--- config.mk ---
export PLATFORM = sky130hd
export DESIGN_NAME = axi_rd_arbiter
export DESIGN_NICKNAME = d
export VERILOG_FILES = /design/src/rtl/axi_rd_arbiter.sv
export SDC_FILE = /design/constraint.sdc
export NUM_CORES = 1
export LEC_CHECK = 0
export ABC_AREA = 1
export CORE_MARGIN = 3
export CORE_UTILIZATION = 45
export DETAILED_ROUTE_END_ITERATION = 8
export PLACE_DENSITY = 0.87
export REMOVE_ABC_BUFFERS = 1
export SYNTH_ARGS = -nofsm -noshare
export SYNTH_HDL_FRONTEND = slang
export SYNTH_SLANG_ARGS = --single-unit
export TNS_END_PERCENT = 100
--- constraint.sdc ---
create_clock -name aclk -period 7.25 [get_ports aclk]
set_input_delay 1.0875 -clock aclk [delete_from_list [all_inputs] [get_ports aclk]]
set_output_delay 1.0875 -clock aclk [all_outputs]
set_load 0.02 [all_outputs]
--- src/rtl/axi_rd_arbiter.sv ---
// Round-robin AR arbiter for MST_NUM read masters sharing one slave port.
// R beats are routed back in order by an FIFO recording {master, arlen}.
module axi_rd_arbiter #(
  parameter int MST_NUM    = 4,
  parameter int AXI_ID_W   = 4,
  parameter int AXI_DATA_W = 32,
  parameter int OSTD_NUM   = 4
) (
  input  logic                        aclk,
  input  logic                        aresetn,
  input  logic [MST_NUM-1:0]          m_arvalid,
  output logic [MST_NUM-1:0]          m_arready,
  input  logic [MST_NUM*AXI_ID_W-1:0] m_arid,
  input  logic [MST_NUM*4-1:0]        m_arlen,
  output logic                        s_arvalid,
  input  logic                        s_arready,
  output logic [AXI_ID_W-1:0]         s_arid,
  output logic [3:0]                  s_arlen,
  input  logic                        s_rvalid,
  output logic                        s_rready,
  input  logic [AXI_ID_W-1:0]         s_rid,
  input  logic [AXI_DATA_W-1:0]       s_rdata,
  input  logic [1:0]                  s_rresp,
  input  logic                        s_rlast,
  output logic [MST_NUM-1:0]          m_rvalid,
  input  logic [MST_NUM-1:0]          m_rready,
  output logic [AXI_ID_W-1:0]         m_rid,
  output logic [AXI_DATA_W-1:0]       m_rdata,
  output logic [1:0]                  m_rresp,
  output logic                        m_rlast,
  output logic                        ostd_full,
  output logic                        err_rlast
);

  localparam int          MW    = $clog2(MST_NUM);
  localparam int          PW    = $clog2(OSTD_NUM);
  localparam int unsigned NMST  = MST_NUM;
  localparam int unsigned DEPTH = OSTD_NUM;

  typedef enum logic {IDLE, HOLD} state_t;

  state_t          state_q, state_d;
  logic [MW-1:0]   gnt_q, gnt_d;
  logic [MW-1:0]   last_q, last_d;
  logic [PW-1:0]   wr_ptr_q, wr_ptr_d;
  logic [PW-1:0]   rd_ptr_q, rd_ptr_d;
  logic [PW:0]     cnt_q, cnt_d;
  logic [3:0]      beat_cnt_q, beat_cnt_d;
  logic            err_q, err_d;
  logic [MW-1:0]   fifo_mst_q [OSTD_NUM];
  logic [MW-1:0]   fifo_mst_d [OSTD_NUM];
  logic [3:0]      fifo_len_q [OSTD_NUM];
  logic [3:0]      fifo_len_d [OSTD_NUM];

  logic            push;
  logic            pop;
  logic            beat;
  logic            found;
  int unsigned     idx;
  logic [MW-1:0]   head_mst;
  logic [3:0]      head_len;

  assign ostd_full = (cnt_q == (PW+1)'(OSTD_NUM));
  assign err_rlast = err_q;

  assign m_rid   = s_rid;
  assign m_rdata = s_rdata;
  assign m_rresp = s_rresp;
  assign m_rlast = s_rlast;

  // Arbitration and grant FSM: search starts one past the last granted master.
  always_comb begin
    state_d = state_q;
    gnt_d   = gnt_q;
    last_d  = last_q;
    push    = 1'b0;
    found   = 1'b0;
    idx     = 0;
    case (state_q)
      IDLE: begin
        if ((|m_arvalid) && !ostd_full) begin
          for (int unsigned i = 1; i <= NMST; i++) begin
            idx = (32'(last_q) + i) % NMST;
            if (!found && m_arvalid[MW'(idx)]) begin
              found = 1'b1;
              gnt_d = MW'(idx);
            end
          end
          state_d = HOLD;
        end
      end
      HOLD: begin
        if (s_arready) begin
          push    = 1'b1;
          last_d  = gnt_q;
          state_d = IDLE;
        end
      end
      default: state_d = IDLE;
    endcase
  end

  always_comb begin
    m_arready = '0;
    s_arvalid = (state_q == HOLD);
    s_arid    = m_arid[gnt_q*AXI_ID_W +: AXI_ID_W];
    s_arlen   = m_arlen[gnt_q*4 +: 4];
    if (state_q == HOLD) begin
      m_arready[gnt_q] = s_arready;
    end
  end

  // R routing to the FIFO head, plus order FIFO and burst-length checking.
  always_comb begin
    head_mst   = fifo_mst_q[rd_ptr_q];
    head_len   = fifo_len_q[rd_ptr_q];
    m_rvalid   = '0;
    s_rready   = 1'b0;
    if (cnt_q != '0) begin
      m_rvalid[head_mst] = s_rvalid;
      s_rready           = m_rready[head_mst];
    end
    beat = s_rvalid && s_rready;
    pop  = beat && s_rlast;

    fifo_mst_d = fifo_mst_q;
    fifo_len_d = fifo_len_q;
    if (push) begin
      fifo_mst_d[wr_ptr_q] = gnt_q;
      fifo_len_d[wr_ptr_q] = s_arlen;
    end
    wr_ptr_d = push ? wr_ptr_q + PW'(1) : wr_ptr_q;
    rd_ptr_d = pop  ? rd_ptr_q + PW'(1) : rd_ptr_q;

    case ({push, pop})
      2'b10:   cnt_d = cnt_q + (PW+1)'(1);
      2'b01:   cnt_d = cnt_q - (PW+1)'(1);
      default: cnt_d = cnt_q;
    endcase

    beat_cnt_d = beat_cnt_q;
    if (pop) begin
      beat_cnt_d = '0;
    end else if (beat) begin
      beat_cnt_d = beat_cnt_q + 4'd1;
    end

    err_d = err_q;
    if (beat && ((s_rlast && (beat_cnt_q != head_len)) ||
                 (!s_rlast && (beat_cnt_q == head_len)))) begin
      err_d = 1'b1;
    end
  end

  always_ff @(posedge aclk or negedge aresetn) begin
    if (!aresetn) begin
      state_q    <= IDLE;
      gnt_q      <= '0;
      last_q     <= MW'(MST_NUM - 1);
      wr_ptr_q   <= '0;
      rd_ptr_q   <= '0;
      cnt_q      <= '0;
      beat_cnt_q <= '0;
      err_q      <= 1'b0;
      for (int unsigned i = 0; i < DEPTH; i++) begin
        fifo_mst_q[i] <= '0;
        fifo_len_q[i] <= '0;
      end
    end else begin
      state_q    <= state_d;
      gnt_q      <= gnt_d;
      last_q     <= last_d;
      wr_ptr_q   <= wr_ptr_d;
      rd_ptr_q   <= rd_ptr_d;
      cnt_q      <= cnt_d;
      beat_cnt_q <= beat_cnt_d;
      err_q      <= err_d;
      fifo_mst_q <= fifo_mst_d;
      fifo_len_q <= fifo_len_d;
    end
  end

endmodule

==> Yosys cells after proc, flatten, opt, wreduce, memory -nomap -nowiden <==
Cells that the tools add are included.
{ "word_totals": {"register_bits": 41, "latch_bits": 0, "mem_bits_rw": 0, "rom_bits": 0, "input_bits": 83, "out_inout_bits": 59, "elab_cells": 123, "mem_count": 0} }
{ "classes": {"n_addsub": 9, "mul": 0, "div_mod_pow": 0, "order_cmp": 11, "eq_ne": 5, "shift": 2, "mux": 50, "bitwise": 5, "reduce_logical": 25} }
{ "op_table": {"columns": ["op", "count"], "rows": [
  ["indexed part select 16 x 5 -> 4 bit", 2],
  ["two-way mux 4 bit", 7],
  ["two-way mux 1 bit", 21],
  ["< comparator 2 x 3 -> 1 bit, second input constant", 6],
  ["bitwise mux 16 bit", 1],
  ["two-way mux 2 bit", 7],
  ["logical AND 1 bit", 12],
  ["binary-select mux 1 bit (select 2 bit)", 5],
  ["adder 2 x 1 -> 2 bit, second input constant", 4],
  ["bitwise AND 4 bit", 2],
  ["binary-select mux 4 bit (select 2 bit)", 1],
  ["bitwise mux 8 bit", 1],
  ["demux 4 bit (select 2 bit)", 1],
  ["greater-or-equal comparator 3 bit, second input constant", 2],
  ["inverter 2 -> 3 bit", 2],
  ["case mux 3 bit (2 select lines)", 1],
  ["logical NOT 1 bit", 5],
  ["adder 2 bit, second input constant", 2],
  ["adder 4 x 1 -> 4 bit, second input constant", 1],
  ["binary-select mux 2 bit (select 2 bit)", 1],
  ["demux 1 bit (select 2 bit)", 2],
  ["demux 2 bit (select 2 bit)", 1],
  ["== test 4 bit", 1],
  ["greater-or-equal comparator 2 x 1 -> 1 bit, second input constant", 2],
  ["16 further kinds", 17]
]} }

==> Depth between registers and ports, before layout <==
{ "logic_depth": {"ltp_word": 20, "depth_mapped": 16, "depth_no_buf": 15} }

==> Worst setup path before layout <==
Ideal clock, no wire load.
{ "synth_path": {"kind": "input -> output", "start": "input port s_rvalid", "end": "output port m_rvalid[0]", "arrival_time_ns": 1.903, "t_required_ns": 6.162, "setup_slack_ns": 4.259, "cell_stages": 3, "n_path_buf": 1, "cell_sequence": "buf_2 nand2_1 nor3_1"} }
{ "synth_between": {"elab_chain_cells": 2} }
{ "synth_rtl": {"columns": ["item", "line_no", "text"], "rows": [
  ["from (decl)", "19", "input logic s_rvalid,"],
  ["bitwise AND 4 bit (no source line)", null, null],
  ["two-way mux 4 bit", "119", "if (cnt_q != '0) begin"],
  ["to (decl)", "25", "output logic [MST_NUM-1:0] m_rvalid,"]
]} }
Every way passes these cells.

==> Worst setup path after layout <==
{ "layout_path": {"start": "input port s_rvalid", "end": "output port m_rvalid[1]"} }
The elaborated chain is that of the path after synthesis.

==> run metrics <==
run status finished clean; setup TNS 0 ns; HP Class reg2reg; mapped cell area roughly 3000 um^2; drt initial violations 194; Syn Inst Count 424; # DRC 0; CP Launch Type input port; CP Cell Sequence clkdlybuf4s50_1, nand2_1, nor3_1, clkdlybuf4s50_1; synth cell count leaders 159 x nand2_1, 51 x nand3_1, 40 x buf_4, 40 x inv_1, 39 x dfrtp_1; dpl cell area ~3300 um^2; fin area 3440 um^2; Detailed Routing Iterations Pass 1 5; Die Area 7610 um^2; Cell Rows 28; Crit path top cell by count clkdlybuf4s50_1; Post-synth EDFFs 0; post-DP HPWL ~6300 um; CP endpoint kind output pin; top cell type's share of synthesized area 0.329; clk slew on worst S/H paths about 0.08 ns; vias in the first global route between 2000 and 3000; Worst path max stage delay 0.70 ns; Crit Path Category in2out; CP delay by family, top buffers and inverters; worst slew pin tran 0.905 ns; crit path time final 3.91 ns; worst vdd ir 323 uV; leakage power 1.76 nW; Bufs and invs on worst path 2; Layout Nets 537; gr ovfl total 0; Max Slew Vio Count 0; Register Area 1030 um^2; crit path max-delay cell type clkdlybuf4s50_1; initial antenna violation count 0; root buffer cell clkbuf_8; maxcap violations 0; RSZ-0062 raised after global routing false; DR vias/cell 5.21; WHS Path Cells 2; Post-synth top flop dfrtp_1; final hold violation count 0; # fillers 593; layout cells sized above 1 0.0469; Num CTS Buffers 5; largest net degree at the start of global routing 42; Synth warnings 0; power density over the cells 436 nW/um^2; worst reg2reg startpoint rd_ptr_q[0]; IO Count between 100 and 150; top cells by area, synth dfrtp_1 33%, nand2_1 20%, buf_4 10%; Hold Worst Slack 0.468 ns; Tcrit/Tclk final 0.540; clock buffer depth 2; biggest area consumer among synthesized cells dfrtp_1; R2R setup slack 4.36 ns; Layout area overhead 15.7%; Synth Register Bits between 40 and 50; most numerous cell in the Yosys netlist nand2_1; Vias about 2700; Worst EP required 6.16 ns; Starting Density 0.482; Final ANT Viol Nets 0; async set-reset flop share out of synthesis 1.00; clock skew 0.00851 ns; wire length per cell around 16 um; count of cell types in the netlist 30; gr usage total 0.224; setup bufs post-CTS 0; TritonCTS Sinks 41; Critical Path Fanout Max 9; TritonCTS clock tree yes; DIE WIDTH 87.2 um; WP data arrival 2.83 ns; multi-input logic area 1420 um^2; GP Congestion 0.826; fmax between 200 and 300 MHz; Slew headroom 0.397; post-synthesis sequential area ratio 0.346; Post-CTS Hold Buffers 0; Hold Path End err_rlast; Routed WL 8140 um; Port Buffers between 60 and 70; H-tree Lvls 2; Syn Area/Cell 7.01 um^2; n_diodes 0; Worst-Skew Late Latency 0.29 ns; first-pass GRT wire length 13100 um; die height between 80 and 90 um; number of gates resized after CTS 0; area of the core slightly above 6000 um^2; Worst Hold Launch err_rlast; r2r endpoint cnt_q[1]; final setup fails 0; R2R cell count 13
-- worst reg2reg max path: stages (launching register included) --
cell	delay [ns]
dfrtp_1	0.76
inv_6	0.14
nand2_1	0.12
nand2_1	0.05
nand2_1	0.05
nand2_1	0.12
nand3b_1	0.11
nand2_1	0.10
nor2_4	0.24
nand3_2	0.14
inv_1	0.08
ha_1	0.19
fa_1	0.42
mux2_2	0.26
-- power by group --
| group | leakage, nW | internal, mW | switching [mW] |
|---|---|---|---|
| clock | 0.0374 | 0.0679 | 0.0808 |
| combinational | 1.21 | 0.353 | 0.528 |
| sequential | 0.505 | 0.337 | 0.132 |
| total | 1.76 | 0.758 | 0.741 |
-- flip-flops by register name, summed over array words and instances (netlist names) --
name,flops
fifo_len_q,16
fifo_mst_q,8
beat_cnt_q,4
cnt_q,3
gnt_q,2
last_q,2
rd_ptr_q,2
wr_ptr_q,2
err_rlast,1
s_arvalid,1
-- how the worst max path moves through the flow --
stage / start / endpoint / slack, ns / cells after the start
floorplan: s_arready / m_arready[2] / 4.46 / 4
global placement: s_rvalid / m_rvalid[3] / 3.41 / 4
detailed placement: s_rvalid / m_rvalid[1] / 3.34 / 4
CTS: s_rvalid / m_rvalid[1] / 3.33 / 4
global route: s_rvalid / m_rvalid[1] / 3.24 / 4
finish: s_rvalid / m_rvalid[1] / 3.34 / 4
-- layout by cell type, fill, tap and decap left out, drive strengths merged, types with 7 or more instances in the layout --
| cell type | n |
|---|---|
| nand2 | 162 |
| clkdlybuf4s50 | 64 |
| nand3 | 54 |
| inv | 42 |
| dfrtp | 39 |
| o21ai | 22 |
| nor2 | 10 |
| a22oi | 8 |
| nor3 | 7 |
-- layout make-up --
cell class	instances	area share
Timing Repair Buffer	65	0.188
Sequential cell	41	0.299
Clock inverter	2	0.00437
Tap cell	75	0.0273
Inverter	42	0.0473
Clock buffer	6	0.0211
Multi-Input combinational cell	292	0.413
-- stage by stage --
step                      std cells  setup WS (ns)  utilization  power [mW]
after global placement          515           3.41        0.543        1.31
after global routing            523           3.24        0.557        1.66
after CTS                       523           3.33        0.557        1.50
final                           523           3.34        0.557        1.50
after floorplan                 375           4.46            -        1.05
after detailed placement        515           3.34        0.543        1.35
-- cells by family (layout without fill, tap and decap cells) --
family	count (synthesis)	after routing	share of synthesized area
AO/OA/AOI/OAI	34	34	0.0661
flip-flops	41	41	0.346
AND/OR/NAND/NOR	242	242	0.352
adder cells (fa/ha/maj)	7	7	0.0320
multiplexers	1	1	0.00379
XOR/XNOR	8	8	0.0236
buffers and inverters	91	115	0.176
-- per-layer routing --
metal | GRT usage | up-vias | part of all wire
met2 | 0.308 | 145 | 0.40
met1 | 0.295 | 1210 | 0.45
li1 | - | 1361 | -
met4 | 0.0307 | 2 | 0.0048
met5 | 0.0979 | - | 0.0042
met3 | 0.143 | 7 | 0.14
(Power assumes the default switching activity.)
